===== src/rtl/uart_tx_arbiter.sv =====
// Round-robin arbiter sharing one TX FIFO write port among NREQ byte streams; grants last a packet.
// Optional build macro UART_ARB_PRIO_EN: requester 0 gets absolute priority and is exempt from MAX_BURST.
module uart_tx_arbiter #(
    parameter int NREQ      = 4,
    parameter int DBIT      = 8,
    parameter int MAX_BURST = 16
) (
    input  logic                 clk,
    input  logic                 reset,
    input  logic [NREQ-1:0]      req,
    input  logic [NREQ*DBIT-1:0] req_data,
    input  logic [NREQ-1:0]      req_last,
    output logic [NREQ-1:0]      req_ack,
    output logic [NREQ-1:0]      grant,
    input  logic                 tx_full,
    output logic                 wr,
    output logic [DBIT-1:0]      w_data,
    output logic                 busy
);
    localparam int PW = (NREQ > 1) ? $clog2(NREQ) : 1;
    localparam int CW = $clog2(MAX_BURST + 1);

    localparam logic [0:0] S_IDLE = 1'b0;
    localparam logic [0:0] S_XFER = 1'b1;

    logic [0:0]      r_state;
    logic [NREQ-1:0] r_grant;
    logic [PW-1:0]   r_g;
    logic [PW-1:0]   r_rr;
    logic [CW-1:0]   r_cnt;

    logic [PW-1:0]   w_win;
    logic [PW-1:0]   w_idx;
    logic            w_xfer;
    logic            w_accept;
    logic            w_exempt;
    logic            w_limit;
    logic            w_release;

    // Scan downward so the candidate closest to rr_ptr+1 is written last and wins.
    always_comb begin
        w_win = r_rr;
        w_idx = '0;
        for (int k = NREQ; k >= 1; k--) begin
            w_idx = PW'((int'(r_rr) + k) % NREQ);
            if (req[w_idx]) w_win = w_idx;
        end
`ifdef UART_ARB_PRIO_EN
        if (req[0]) w_win = '0;
`endif
    end

`ifdef UART_ARB_PRIO_EN
    assign w_exempt = (r_g == '0);
`else
    assign w_exempt = 1'b0;
`endif

    assign w_xfer    = (r_state == S_XFER);
    assign w_accept  = w_xfer & req[r_g] & ~tx_full;
    assign w_limit   = (r_cnt == CW'(MAX_BURST - 1)) & ~w_exempt;
    assign w_release = w_xfer & ((w_accept & (req_last[r_g] | w_limit)) | ~req[r_g]);

    assign wr      = w_accept;
    assign w_data  = w_xfer ? req_data[r_g*DBIT +: DBIT] : '0;
    assign req_ack = r_grant & {NREQ{w_accept}};
    assign grant   = r_grant;
    assign busy    = w_xfer;

    always_ff @(posedge clk or negedge reset) begin
        if (!reset) begin
            r_state <= S_IDLE;
            r_grant <= '0;
            r_g     <= '0;
            r_rr    <= PW'(NREQ - 1);
            r_cnt   <= '0;
        end else begin
            case (r_state)
                S_IDLE: begin
                    if (|req) begin
                        r_grant <= NREQ'(1) << w_win;
                        r_g     <= w_win;
                        r_cnt   <= '0;
                        r_state <= S_XFER;
                    end
                end
                default: begin
                    if (w_release) begin
                        r_grant <= '0;
                        r_cnt   <= '0;
                        r_state <= S_IDLE;
                        // A priority owner leaves the rotation point untouched.
                        if (!w_exempt) r_rr <= r_g;
                    end else if (w_accept) begin
                        r_cnt <= r_cnt + 1'b1;
                    end
                end
            endcase
        end
    end
endmodule


===== config.mk =====
export PLATFORM = sky130hd
export DESIGN_NAME = uart_tx_arbiter
export DESIGN_NICKNAME = d
export VERILOG_FILES = /design/src/rtl/uart_tx_arbiter.sv
export SDC_FILE = /design/constraint.sdc
export NUM_CORES = 1
export LEC_CHECK = 0
export ABC_AREA = 0
export CORE_ASPECT_RATIO = 1.25
export CORE_MARGIN = 1.5
export CORE_UTILIZATION = 38
export DETAILED_ROUTE_END_ITERATION = 7
export GPL_ROUTABILITY_DRIVEN = 0
export MAX_ROUTING_LAYER = met4
export PLACE_DENSITY = 0.85
export SYNTH_ARGS = -nofsm -noshare
export SYNTH_HDL_FRONTEND = slang
export SYNTH_SLANG_ARGS = --single-unit

===== constraint.sdc =====
create_clock -name clk -period 2 [get_ports clk]
set_input_delay 0.5 -clock clk [delete_from_list [all_inputs] [get_ports clk]]
set_output_delay 0.5 -clock clk [all_outputs]
set_load 0.005 [all_outputs]

==> flow_metrics.tcl, run 1 <==
set metrics [dict create \
    criticalPathCategory "flop to output pin" \
    synthTopCellsByArea "dfrtp_1 (27%), mux4_2 (19%), and2_1 (6.3%), dfstp_2 (4.8%), a32o_1 (3.7%)" \
    hold_viol 0 \
    swShare_pct 35.80 \
    syn-num-nets 147 \
    fmaxAchievable_mhz 436.7 \
    synth_top_cell_area_share_pct 27.43 \
    ys_top_cells_by_count "dfrtp_1 (12), and2_1 (11), mux4_2 (9)" \
    postSynthAreaPerCell_um2 10.73 \
    final_cells 221 \
    port_buffers 60 \
    slew_viol_final 0 \
    power.density_mw_per_mm2 1230 \
    drt-initial-drc-count 19 \
    grt_max_degree 15 \
    ys_ff_latch 14 \
    p_leak_nw 0.8991 \
    maxCapViolCount 0 \
    synthFlopType "dfrtp_1" \
    share_seq_of_total_power_pct 19.9 \
    design_area_mm2 0.002022 \
    vdd_ir_drop_max_uv 770.8 \
    yosysSeqAreaShare_pct 32.23 \
    max-slew-margin-rel_pct 57.79 \
    end_kind "output pin" \
    track_usage_pct 26.12 \
    layout-drive-gt1-share_pct 40.11 \
    yosysMostFrequentCell "dfrtp_1" \
    multiInputGateArea_um2 753.2 \
    worst_slack_ps -289.9 \
    start_kind "flop" \
    path_clk_slew_ps 80 \
    hold_buffers 0 \
    internal_power_mw 1.597 \
    clockPowerShare_pct 6.9 \
    yosysUniqueCellTypes 34 \
    yosysTopAreaCell "dfrtp_1" \
    clock_skew_ps 1.580 \
    clock-sinks 14 \
    syn_to_final_growth_pct 84.69 \
    worstMarginPinSlew_ps 631.2 \
    fin_crit_ps 2290 \
    grt_setup_unrepaired "true" \
    p_sw_uw 890.3 \
    dieArea_mm2 0.003214 \
    numCtsBuffers 3 \
    finalSetupTns_ps -2835 \
    dr.pass1.iters 5 \
    fill_cells 196 \
    netlist_area_mm2 0.001095 \
    antenna_found_initial 0 \
    htreeDepth 1 \
    worstPathRequired_ps 1500 \
    layout.nets 233 \
    top_layer_used "met4" \
    num_rows 21 \
    status "finished with violations" \
    insertedDiodeCount 0 \
    clk_latency_ps 280 \
    clk_path_buf_depth 2 \
    synth_edf_count 0 \
    cts_tree "done" \
    wl_um 3840 \
    dr_wl_met3_um 276 \
    wl_met1_um 1224 \
    fp.dieW_um 51.01 \
    fin_crit_sh_pct 114.5 \
    wl_met2_um 2236 \
    holdWs_ps 492.9 \
    setup_viol 13 \
    grt_pass1_wl_um 6037 \
    dpl-instance-area_mm2 0.001824 \
    violations "negative setup slack" \
    grt-ovfl-total 0 \
    vias 1186 \
    fp.dieH_um 63.01 \
    pwr-share-comb_pct 73.1 \
    vias_per_cell 5.367 \
    grt_pass1_vias 1366 \
    wl_per_cell_um 17.38 \
    yosysWarnings 0 \
    cts_root_buf "clkbuf_4" \
    core_area_mm2 0.002706 \
    antenna_left 0 \
    seq_area_um2 352.8 \
    critPathArrivalTime_ps 1790 \
    dp_hpwl_um 2880 \
    initial_core_util_pct 40.45 \
    critPathMaxFanout 4 \
    async_flop_share_pct 100.0 \
    drc 0 \
    pin_count 61 \
    hp-class "flop to flop" \
    syn_inst 102 \
    dpl.cell_count 204 \
]
flip-flops by register name (all words and copies together), names as in the netlist:
| register | count |
|---|---|
| r_g | 2 |
| r_cnt | 5 |
| r_rr | 2 |
| grant | 4 |
| busy | 1 |
critical path, cell delays in order (launching register included):
cell     delay, ps
dfrtp_1        420
buf_6          120
mux4_2         550
buf_6          160
and3_4         160
buf_6          110
final timing paths:
path	start	to	slack, ps	cells past startpoint
worst min register to register	r_cnt[4]$_DFFE_PN0P_	r_cnt[4]$_DFFE_PN0P_	490	2
worst min-delay path	r_cnt[4]$_DFFE_PN0P_	r_cnt[4]$_DFFE_PN0P_	490	2
worst max-delay path	r_g[0]$_DFFE_PN0P_	req_ack[3]	-290	5
max in group asynchronous	reset	grant[1]$_DFFE_PN0P_	990	1
min in group asynchronous	reset	r_cnt[2]$_DFFE_PN0P_	600	1
worst max register to register	r_g[0]$_DFFE_PN0P_	r_rr[1]$_DFFE_PN1P_	70	7
cell families after synthesis:
family	share of synthesized area [%]
compound gates	13.95
xor+xnor	0.8001
flops	32.23
mux	24.00
buf+inv	3.886
simple gates	22.86
fa+ha+maj	2.285
power groups by stage:
stage / clock [mW] / sequential, mW / combinational (mW)
global placement: 0 / 0.490 / 1.40
floorplan: 0 / 0.466 / 0.800
global route: 0.190 / 0.508 / 1.94
finish: 0.173 / 0.495 / 1.82
detailed placement: 0 / 0.498 / 1.46
CTS: 0.173 / 0.492 / 1.68
stage by stage:
| step | utilization, % | total power [mW] | setup slack [ps] |
|---|---|---|---|
| global route | 74.71 | 2.639 | -343.2 |
| detailed placement | 67.41 | 1.957 | -684.9 |
| finish | 74.71 | 2.487 | -289.9 |
| global placement | 67.41 | 1.894 | -643.9 |
| floorplan | - | 1.265 | 172.2 |
| CTS | 72.26 | 2.349 | -301.9 |
cell type report:
class | instances | area share [%]
Timing Repair Buffer | 86 | 40.97
Multi-Input combinational cell | 78 | 37.25
Sequential cell | 14 | 17.45
Tap cell | 34 | 2.104
Clock buffer | 4 | 1.300
Inverter | 5 | 0.9282
cell usage in the layout, fill, tap and decap left out, types with 3 or more instances in the layout:
cell              n
nand2_1           7
buf_6            14
buf_4            18
clkbuf_4          3
mux4_2            9
dlygate4sd2_1     8
and2_1            4
dfrtp_1          12
clkdlybuf4s50_1  39
buf_2             3
o21ai_0           8
inv_1             5
and3_4            3
a32o_1            4
and2_4            7
mux2i_1           3
per-layer routing:
layer	vias to the layer above	global-route usage (%)
met5	-	-
met4	0	10.14
met3	12	7.416
met2	65	49.51
met1	556	23.27
li1	553	-
repair_timing:
action | CTS | global route
setup buffers | 12 | 2
setup endpoints to repair | 15 | 19
resized for setup | 75 | 15
pin swaps | 12 | 0
No activity file was read; power rests on OpenSTA's default activity.
==> run 2, diff against run 1 <==
--- a/config.mk
+++ b/config.mk
@@ -8,11 +8,11 @@
 export ABC_AREA = 0
 export CORE_ASPECT_RATIO = 1.25
 export CORE_MARGIN = 1.5
-export CORE_UTILIZATION = 38
+export CORE_UTILIZATION = 30
 export DETAILED_ROUTE_END_ITERATION = 7
 export GPL_ROUTABILITY_DRIVEN = 0
 export MAX_ROUTING_LAYER = met4
-export PLACE_DENSITY = 0.85
+export PLACE_DENSITY = 0.71
 export SYNTH_ARGS = -nofsm -noshare
 export SYNTH_HDL_FRONTEND = slang
 export SYNTH_SLANG_ARGS = --single-unit
==> run 2 against run 1 <==
The run still ends with negative setup slack left. Core utilization fell by 18 points. Maximum frequency rose by 4.5%. Setup slack improved by 98 ps. Critical endpoint is now req_ack[2]. Highest routed layer unchanged.
==> flow_metrics.tcl, run 2 (same netlist as run 1, synthesis figures left out) <==
set metrics [dict create \
    core_area_mm2 0.003483 \
    start_kind "flop" \
    grt_pass1_vias 1291 \
    final_common_cell "dlygate4sd2_1" \
    insertedDiodeCount 0 \
    setup_viol 13 \
    vias_per_cell 5.158 \
    cts_root_buf "clkbuf_8" \
    dr.pass1.iters 4 \
    num_rows 24 \
    vias 1145 \
    critPathArrivalTime_ps 1690 \
    clock-sinks 14 \
    worstPathRequired_ps 1500 \
    dp_slack_ps -628.5 \
    numCtsBuffers 3 \
    dpl.cell_count 214 \
    power.density_mw_per_mm2 1253 \
    power_mw 2.496 \
    port_buffers 60 \
    grt-ovfl-total 0 \
    track_usage_pct 18.74 \
    grt_max_degree 15 \
    end_kind "output pin" \
    final_cell_mix "dlygate4sd2_1 (32), buf_4 (18), buf_6 (16)" \
    pin_count 61 \
    r2r-start "r_g[0]$_DFFE_PN0P_" \
    hold_buffers 0 \
    layout-drive-gt1-share_pct 39.89 \
    final_core_util_pct 57.18 \
    path_clk_slew_ps 60 \
    worst_slack_ps -192.0 \
    fp.dieH_um 70.54 \
    crit_start "r_g[0]$_DFFE_PN0P_" \
    final_cells 222 \
    status "finished with violations" \
    dieArea_mm2 0.004023 \
    min-delay-start "r_cnt[4]$_DFFE_PN0P_" \
    drt-initial-drc-count 35 \
    antenna_left 0 \
    fin_crit_sh_pct 109.6 \
    fmaxAchievable_mhz 456.2 \
    layout.nets 229 \
    hold_viol 0 \
    clk_path_buf_depth 2 \
    wl_per_cell_um 15.18 \
    violations "negative setup slack" \
    clock_skew_ps 1.319 \
    worstMarginPinSlew_ps 617.8 \
    p_leak_nw 0.9157 \
    antenna_found_initial 0 \
    fp.dieW_um 57.03 \
    grt_setup_unrepaired "true" \
    htreeDepth 1 \
    fin_crit_ps 2192 \
    initial_core_util_pct 31.43 \
    slew_viol_final 0 \
    grt_pass1_wl_um 5637 \
    syn_to_final_growth_pct 81.94 \
    design_area_mm2 0.001992 \
    largest_register_ffs 5 \
    vdd_ir_drop_max_uv 756.2 \
    dp_hpwl_um 2812 \
    hp-class "flop to flop" \
    wl_um 3370 \
    dpl-instance-area_mm2 0.001868 \
    cts_tree "done" \
    max-slew-margin-rel_pct 58.69 \
    critPathMaxFanout 3 \
    maxCapViolCount 0 \
    clk_latency_ps 250 \
    finalSetupTns_ps -1533 \
    largest_register "r_cnt" \
    drc 0 \
    criticalPathCategory "flop to output pin" \
    holdWs_ps 512.1 \
]
-- run 2: cell types whose count changed in the layout (fill, tap and decap cells not counted), moves of 3 or more --
cell / before / now
clkbuf_8: 0 / 4
clkdlybuf4s50_1: 39 / 11
buf_2: 3 / 0
clkbuf_4: 3 / 0
dlygate4sd2_1: 8 / 32
clkdlybuf4s15_1: 0 / 4
-- run 2: final timing paths --
check / cells past startpoint / slack [ps] / to
max reg2reg: 6 / 120 / grant[3]$_DFFE_PN0P_
max in group asynchronous: 1 / 930 / r_g[0]$_DFFE_PN0P_
max: 4 / -190 / req_ack[2]
min in group asynchronous: 1 / 630 / busy$_DFF_PN0_
min reg2reg: 2 / 510 / r_cnt[4]$_DFFE_PN0P_
min: 2 / 510 / r_cnt[4]$_DFFE_PN0P_
-- run 2: layout make-up --
| class | count | area, um2 |
|---|---|---|
| Fill cell | 301 | 1491 |
| Timing Repair Buffer | 82 | 765.7 |
| Multi-Input combinational cell | 78 | 749.5 |
| Sequential cell | 14 | 354.1 |
| Clock buffer | 4 | 55.05 |
| Tap cell | 39 | 48.80 |
| Inverter | 5 | 18.77 |
-- run 2: what timing repair did --
item	CTS	global route
setup endpoints to repair	13	20
pin swaps	12	2
buffers inserted	3	2
gates resized for setup	110	14
-- run 2: worst max-delay path, cell delays in order, from the launching register on --
cell	delay, ps
dfrtp_2	420
mux4_2	590
buf_6	160
and3_4	170
buf_6	110
-- run 2: per-layer routing --
layer | track usage (%) | routed length (um) | up-vias
met5 | - | 0 | -
met4 | 7.235 | 58 | 0
met3 | 2.925 | 205 | 5
met2 | 35.12 | 1876 | 55
met1 | 19.06 | 1230 | 543
li1 | - | - | 542
-- run 2: where the power goes --
part | internal [mW] | switching (mW) | total (mW)
combinational | 1.07 | 0.643 | 1.71
clock | 0.175 | 0.109 | 0.284
sequential | 0.397 | 0.101 | 0.499
total | 1.64 | 0.852 | 2.50
